### config.mk
export PLATFORM = sky130hd
export DESIGN_NAME = reram_write_verify_ctrl
export DESIGN_NICKNAME = d
export VERILOG_FILES = /design/src/rtl/reram_write_verify_ctrl.sv
export SDC_FILE = /design/constraint.sdc
export NUM_CORES = 1
export LEC_CHECK = 0
export CAP_MARGIN = 25
export CORE_MARGIN = 2
export CORE_UTILIZATION = 41
export CTS_CLUSTER_DIAMETER = 40
export DETAILED_ROUTE_END_ITERATION = 10
export PLACE_DENSITY = 0.61
export SLEW_MARGIN = 5
export SYNTH_ARGS = -nofsm -noshare
export SYNTH_HDL_FRONTEND = slang
export SYNTH_SLANG_ARGS = --single-unit
### constraint.sdc
create_clock -name clk -period 2.6 [get_ports clk]
set_input_delay 0.52 -clock clk [delete_from_list [all_inputs] [get_ports clk]]
set_output_delay 0.52 -clock clk [all_outputs]
set_load 0.05 [all_outputs]
### src/rtl/reram_write_verify_ctrl.sv
// ISPP program-and-verify sequencer for a single ReRAM cell.
// Drives SET/RESET/READ drivers and the pulse-amplitude DAC code; every output is registered.
module reram_write_verify_ctrl #(
  parameter int VCODE_W    = 6,
  parameter int V_START    = 16,
  parameter int V_STEP     = 4,
  parameter int V_MAX      = 40,
  parameter int PW_CYC     = 4,
  parameter int GAP_CYC    = 2,
  parameter int READ_CYC   = 3,
  parameter int MAX_PULSES = 8
) (
  input  logic               clk,
  input  logic               rst_n,
  input  logic               start,
  input  logic               target_lrs,
  input  logic               abort,
  input  logic               sense_lrs,
  output logic               set_en,
  output logic               reset_en,
  output logic               read_en,
  output logic [VCODE_W-1:0] vcode,
  output logic               busy,
  output logic               done,
  output logic               pass,
  output logic [3:0]         pulse_cnt
);

  localparam int AMP_W = VCODE_W + 1;
  localparam int TMR_W = 8;
  localparam logic [TMR_W-1:0]   PW_LAST   = TMR_W'(PW_CYC - 1);
  localparam logic [TMR_W-1:0]   GAP_LAST  = TMR_W'(GAP_CYC - 1);
  localparam logic [TMR_W-1:0]   READ_LAST = TMR_W'(READ_CYC - 1);
  localparam logic [3:0]         CNT_MAX   = 4'(MAX_PULSES);
  localparam logic [VCODE_W-1:0] AMP_START = VCODE_W'(V_START);

  typedef enum logic [2:0] {
    IDLE     = 3'd0,
    PRE_READ = 3'd1,
    PULSE    = 3'd2,
    GAP      = 3'd3,
    VERIFY   = 3'd4,
    ABORTING = 3'd5,
    DONE     = 3'd6
  } state_t;

  state_t             state_r, state_nxt_s;
  logic [TMR_W-1:0]   tmr_r, tmr_nxt_s;
  logic [VCODE_W-1:0] amp_r, amp_nxt_s;
  logic               tgt_r, tgt_nxt_s;
  logic [3:0]         cnt_r, cnt_nxt_s;
  logic               pass_r, pass_nxt_s;
  logic               rst_sync_r;
  logic               srst_s;
  logic               abortable_s;

  logic               set_en_r, reset_en_r, read_en_r, busy_r, done_r;
  logic [VCODE_W-1:0] vcode_r;
  logic               set_en_nxt_s, reset_en_nxt_s, read_en_nxt_s, busy_nxt_s, done_nxt_s;
  logic [VCODE_W-1:0] vcode_nxt_s;

  // Amplitude step computed one bit wider so the sum cannot wrap before clamping.
  function automatic logic [VCODE_W-1:0] next_amp(input logic [VCODE_W-1:0] amp);
    logic [AMP_W-1:0] sum;
    sum = {1'b0, amp} + AMP_W'(V_STEP);
    if (sum > AMP_W'(V_MAX)) begin
      next_amp = VCODE_W'(V_MAX);
    end else begin
      next_amp = sum[VCODE_W-1:0];
    end
  endfunction

  // Reset release synchronizer: holds the sequencer idle for the first edge after rst_n rises.
  always_ff @(posedge clk or negedge rst_n) begin
    if (!rst_n) begin
      rst_sync_r <= 1'b0;
    end else begin
      rst_sync_r <= 1'b1;
    end
  end

  assign srst_s = ~rst_sync_r;

  // Next-state, timer, amplitude and result bookkeeping.
  always_comb begin
    state_nxt_s = state_r;
    tmr_nxt_s   = tmr_r + TMR_W'(1);
    amp_nxt_s   = amp_r;
    tgt_nxt_s   = tgt_r;
    cnt_nxt_s   = cnt_r;
    pass_nxt_s  = pass_r;
    abortable_s = (state_r == PRE_READ) || (state_r == PULSE) ||
                  (state_r == GAP) || (state_r == VERIFY);
    if (abort && abortable_s) begin
      state_nxt_s = ABORTING;
      tmr_nxt_s   = '0;
      pass_nxt_s  = 1'b0;
    end else begin
      case (state_r)
        IDLE: begin
          tmr_nxt_s = '0;
          if (start) begin
            state_nxt_s = PRE_READ;
            tgt_nxt_s   = target_lrs;
            cnt_nxt_s   = 4'd0;
            amp_nxt_s   = AMP_START;
            pass_nxt_s  = 1'b0;
          end else begin
            state_nxt_s = IDLE;
          end
        end
        PRE_READ: begin
          if (tmr_r == READ_LAST) begin
            tmr_nxt_s = '0;
            if (sense_lrs == tgt_r) begin
              state_nxt_s = DONE;
              pass_nxt_s  = 1'b1;
            end else begin
              state_nxt_s = PULSE;
              cnt_nxt_s   = cnt_r + 4'd1;
            end
          end else begin
            state_nxt_s = PRE_READ;
          end
        end
        PULSE: begin
          if (tmr_r == PW_LAST) begin
            tmr_nxt_s   = '0;
            state_nxt_s = GAP;
          end else begin
            state_nxt_s = PULSE;
          end
        end
        GAP: begin
          if (tmr_r == GAP_LAST) begin
            tmr_nxt_s   = '0;
            state_nxt_s = VERIFY;
          end else begin
            state_nxt_s = GAP;
          end
        end
        VERIFY: begin
          if (tmr_r == READ_LAST) begin
            tmr_nxt_s = '0;
            if (sense_lrs == tgt_r) begin
              state_nxt_s = DONE;
              pass_nxt_s  = 1'b1;
            end else if (cnt_r == CNT_MAX) begin
              state_nxt_s = DONE;
              pass_nxt_s  = 1'b0;
            end else begin
              state_nxt_s = PULSE;
              amp_nxt_s   = next_amp(amp_r);
              cnt_nxt_s   = cnt_r + 4'd1;
            end
          end else begin
            state_nxt_s = VERIFY;
          end
        end
        ABORTING: begin
          tmr_nxt_s   = '0;
          state_nxt_s = DONE;
        end
        DONE: begin
          tmr_nxt_s   = '0;
          state_nxt_s = IDLE;
        end
        default: begin
          tmr_nxt_s   = '0;
          state_nxt_s = IDLE;
        end
      endcase
    end
  end

  // Output values for the coming cycle, decoded from the next state so the pins come straight off flops.
  always_comb begin
    set_en_nxt_s   = 1'b0;
    reset_en_nxt_s = 1'b0;
    read_en_nxt_s  = 1'b0;
    vcode_nxt_s    = '0;
    done_nxt_s     = 1'b0;
    busy_nxt_s     = 1'b0;
    case (state_nxt_s)
      PRE_READ, VERIFY: begin
        read_en_nxt_s = 1'b1;
        busy_nxt_s    = 1'b1;
      end
      PULSE: begin
        busy_nxt_s  = 1'b1;
        vcode_nxt_s = amp_nxt_s;
        if (tgt_nxt_s) begin
          set_en_nxt_s = 1'b1;
        end else begin
          reset_en_nxt_s = 1'b1;
        end
      end
      GAP, ABORTING: begin
        busy_nxt_s = 1'b1;
      end
      DONE: begin
        done_nxt_s = 1'b1;
      end
      default: begin
        busy_nxt_s = 1'b0;
      end
    endcase
  end

  // Sequencer state registers.
  always_ff @(posedge clk or negedge rst_n) begin
    if (!rst_n) begin
      state_r <= IDLE;
      tmr_r   <= '0;
      amp_r   <= '0;
      tgt_r   <= 1'b0;
      cnt_r   <= 4'd0;
      pass_r  <= 1'b0;
    end else if (srst_s) begin
      state_r <= IDLE;
      tmr_r   <= '0;
      amp_r   <= '0;
      tgt_r   <= 1'b0;
      cnt_r   <= 4'd0;
      pass_r  <= 1'b0;
    end else begin
      state_r <= state_nxt_s;
      tmr_r   <= tmr_nxt_s;
      amp_r   <= amp_nxt_s;
      tgt_r   <= tgt_nxt_s;
      cnt_r   <= cnt_nxt_s;
      pass_r  <= pass_nxt_s;
    end
  end

  // Driver and status output registers.
  always_ff @(posedge clk or negedge rst_n) begin
    if (!rst_n) begin
      set_en_r   <= 1'b0;
      reset_en_r <= 1'b0;
      read_en_r  <= 1'b0;
      vcode_r    <= '0;
      busy_r     <= 1'b0;
      done_r     <= 1'b0;
    end else if (srst_s) begin
      set_en_r   <= 1'b0;
      reset_en_r <= 1'b0;
      read_en_r  <= 1'b0;
      vcode_r    <= '0;
      busy_r     <= 1'b0;
      done_r     <= 1'b0;
    end else begin
      set_en_r   <= set_en_nxt_s;
      reset_en_r <= reset_en_nxt_s;
      read_en_r  <= read_en_nxt_s;
      vcode_r    <= vcode_nxt_s;
      busy_r     <= busy_nxt_s;
      done_r     <= done_nxt_s;
    end
  end

  assign set_en    = set_en_r;
  assign reset_en  = reset_en_r;
  assign read_en   = read_en_r;
  assign vcode     = vcode_r;
  assign busy      = busy_r;
  assign done      = done_r;
  assign pass      = pass_r;
  assign pulse_cnt = cnt_r;

endmodule
==> impl_results.md <==
- Outcome: finished, final reports clean
- Crit end category: flip-flop
- CP Cell Sequence: ha_1, or3b_2, o41ai_1, a21o_1, o311a_1, nor4b_2
- Net Sw Frac: 32.42%
- CP Max Fanout: 6
- Area delta synth->final: 19.55%
- First-pass GRT wire length: 8.480 mm
- CP peak stage delay: 0.54 ns
- H-tree depth: 2
- Hold Path Class: input port to asynchronous set/reset pin
- F_max: 435.7 MHz
- Top cell type's share of synthesized area: 40.72%
- P per Cell Area: 499.5 nW/um^2
- CTS Buf Count: 5
- Worst Path Arrival: 2.50 ns
- WL/cell: 14.48 um
- Cells after Synth: 231
- Post-synthesis sequential area ratio: 40.72%
- Asr flop ratio synth: 100.0%
- Unrepaired setup endpoints after global routing: false
- Drt via density: 5.482
- Vias: 1820
- Pre-CTS setup slack: 0.08773 ns
- Synthesized area: 2151 sq um
- CTS root buf: clkbuf_8
- Clk Latency, worst-skew pair: 0.29 ns
- # diodes: 0
- Final Setup Violations: 0
- Most frequent cells in the layout: 35 x dfrtp_1, 26 x nor2_1, 20 x clkdlybuf4s50_1, 15 x nand2_1
- Syn_nets: 244
- Vias in the first global route: 1751
- CP Class: flip-flop to flip-flop
- Antenna violations before repair: 0
- Layout Nets: 274
- CTS Buffer Depth: 2
- Post-synth EDFFs: 0
- DIE AREA: 5842 sq um
- Final min period: 2.295 ns
- Int Pwr: 0.0008679 W
- Die Wd: 76.43 um
- GRT Util Overall: 17.85%
- Tightest Pin Transition: 0.7873 ns
- Placer congestion estimate: 0.8683
- Rel. slew slack: 47.51%
- Slew Viols, Final: 0
- Cell taking the most area after synthesis: dfrtp_1
- Hold_buf cts: 0
- Row count: 26
- Final Hold Fails: 0
- HPWL Detailed: 3.449 mm
- Pre-Repair DR Iteration Count: 4
- Post-synthesis cell type count: 63
- IO Pins: 22
- VDD IR max: 0.3288 mV
- Max-cap violations: 0
- Clk sink count: 35
- Reg power frac: 46.5%
- Worst path slowest cell: o41ai_1
- Fill count: 498
- FF+latch count, synth: 35
- # resized after CTS: 0
- Crit path required time: 2.80 ns
- Leakage: 1.059 nW
- Worst Clk Skew: 0.006668 ns
- Largest net degree at the start of global routing: 36
- Clock share of power: 30.3%
- Post-CTS setup buffer count: 0
- Multi-input logic area: 1197 sq um
- I/O Buffers: 21
- Core ar.: 5075 sq um
- Final Cycle Share: 88.27%
- R2R Setup Slk: 0.31 ns
- NetSw: 0.0004164 W
- Synth warn: 0
- CTS tree: yes
- Comb pwr share: 23.2%
- Share of cells above drive strength 1: 12.21%
- Starting Density: 42.38%
- Register area: 875.8 sq um
- Setup TNS: 0 ns
- Clk slew on worst S/H paths: 0.07 ns
- Most common cell after layout, fill and taps aside: dfrtp_1
- Chip height: 76.43 um
- Total routed wirelength: 4.809 mm
- Final WS setup: 0.3050 ns
- Grt ovf: 0
- Startpoint Class: flip-flop
- Drt initial violations: 117
- Syn_area_per_cell: 9.311 sq um
- Post-DRT Antenna Nets: 0
- Top_reg_cell synth: dfrtp_1
- Drc violations: 0
- Synth area leaders: dfrtp_1 41%, nor2_1 4.5%, ha_1 4.1%
## sequential cells by signal (all words and copies together) (netlist names)
name / cells
amp_r: 6
state_r: 3
read_en: 1
set_en: 1
tmr_r: 8
pulse_cnt: 4
reset_en: 1
busy: 1
vcode: 6
pass: 1
done: 1
tgt_r: 1
rst_sync_r: 1
## power groups by stage
| stage | Sequential, W | Clock (W) | Combinational (W) |
|---|---|---|---|
| 2_1_floorplan | 0.000627 | 0 | 0.000182 |
| 6_report | 0.000597 | 0.000389 | 0.000298 |
| 3_3_place_gp | 0.000608 | 0 | 0.000297 |
| 5_1_grt | 0.000601 | 0.000434 | 0.000330 |
| 3_5_place_dp | 0.000607 | 0 | 0.000299 |
| 4_1_cts | 0.000596 | 0.000407 | 0.000301 |
## area by class of cell
| class | count | area share, % |
|---|---|---|
| Tap cell | 70 | 3.406 |
| Multi-Input combinational cell | 178 | 46.57 |
| Sequential cell | 35 | 34.06 |
| Timing Repair Buffer | 33 | 11.48 |
| Inverter | 8 | 1.168 |
| Clock buffer | 6 | 2.822 |
| Clock inverter | 2 | 0.4866 |
## cell usage after synthesis (all sizes together) (5+ instances only)
cell / count
nand2: 15
ha: 7
dfrtp: 35
inv: 8
o21ai: 6
nand3: 9
nor2b: 6
a211oi: 5
xor2: 6
nor2: 26
nand4: 6
clkbuf: 6
a21oi: 13
nor3: 5
nor4: 7
nand2b: 5
## through the flow
stage | power, W | utilization [%] | instances | hold slack [ns] | instance area, sq um
after floorplan | 0.0008087 | - | 231 | 0.2244 | 2151
after global placement | 0.0009051 | 48.99 | 324 | 0.5240 | 2486
after detailed placement | 0.0009053 | 48.99 | 324 | 0.5413 | 2486
after CTS | 0.001305 | 50.67 | 332 | 0.3387 | 2571
after global routing | 0.001365 | 50.67 | 332 | 0.3771 | 2571
final | 0.001284 | 50.67 | 332 | 0.2982 | 2571
## worst paths after layout
check | from | end | cells past startpoint
hold / removal | rst_n | vcode[1]$_DFF_PN0_ | 1
setup reg to reg | tmr_r[1]$_DFF_PN0_ | vcode[4]$_DFF_PN0_ | 6
hold reg to reg | amp_r[0]$_DFF_PN0_ | amp_r[0]$_DFF_PN0_ | 2
min in group clk | amp_r[0]$_DFF_PN0_ | amp_r[0]$_DFF_PN0_ | 2
setup / recovery | tmr_r[1]$_DFF_PN0_ | vcode[4]$_DFF_PN0_ | 6
max in group asynchronous | rst_n | read_en$_DFF_PN0_ | 1
## routing by layer
| metal | vias up | part of all wire, % | global-route usage (%) |
|---|---|---|---|
| met5 | - | 0 | 0 |
| met4 | 0 | 1.9 | 6.000 |
| met3 | 7 | 3.5 | 3.673 |
| met2 | 35 | 47 | 27.79 |
| met1 | 876 | 47 | 24.81 |
| li1 | 902 | - | - |
## kinds of logic (layout without fill, tap and decap cells)
| family | after synthesis | in the layout | share of synthesized area, % |
|---|---|---|---|
| AO/OA/AOI/OAI | 56 | 56 | 18.50 |
| XOR/XNOR | 9 | 9 | 3.665 |
| adder cells (fa/ha/maj) | 7 | 7 | 4.072 |
| buffers and inverters | 18 | 49 | 3.607 |
| flip-flops | 35 | 35 | 40.72 |
| multiplexers | 3 | 3 | 1.454 |
| other | 1 | 1 | 0.1744 |
| AND/OR/NAND/NOR | 102 | 102 | 27.81 |
## worst max-delay path: cells and delay by family, from the launching register on
kind	cells	cell delay, ns
AO/OA/AOI/OAI	3	0.91
adder cells (fa/ha/maj)	1	0.20
flip-flops	1	0.41
AND/OR/NAND/NOR	2	0.69
Note: power is estimated with default switching activity, not from simulation.
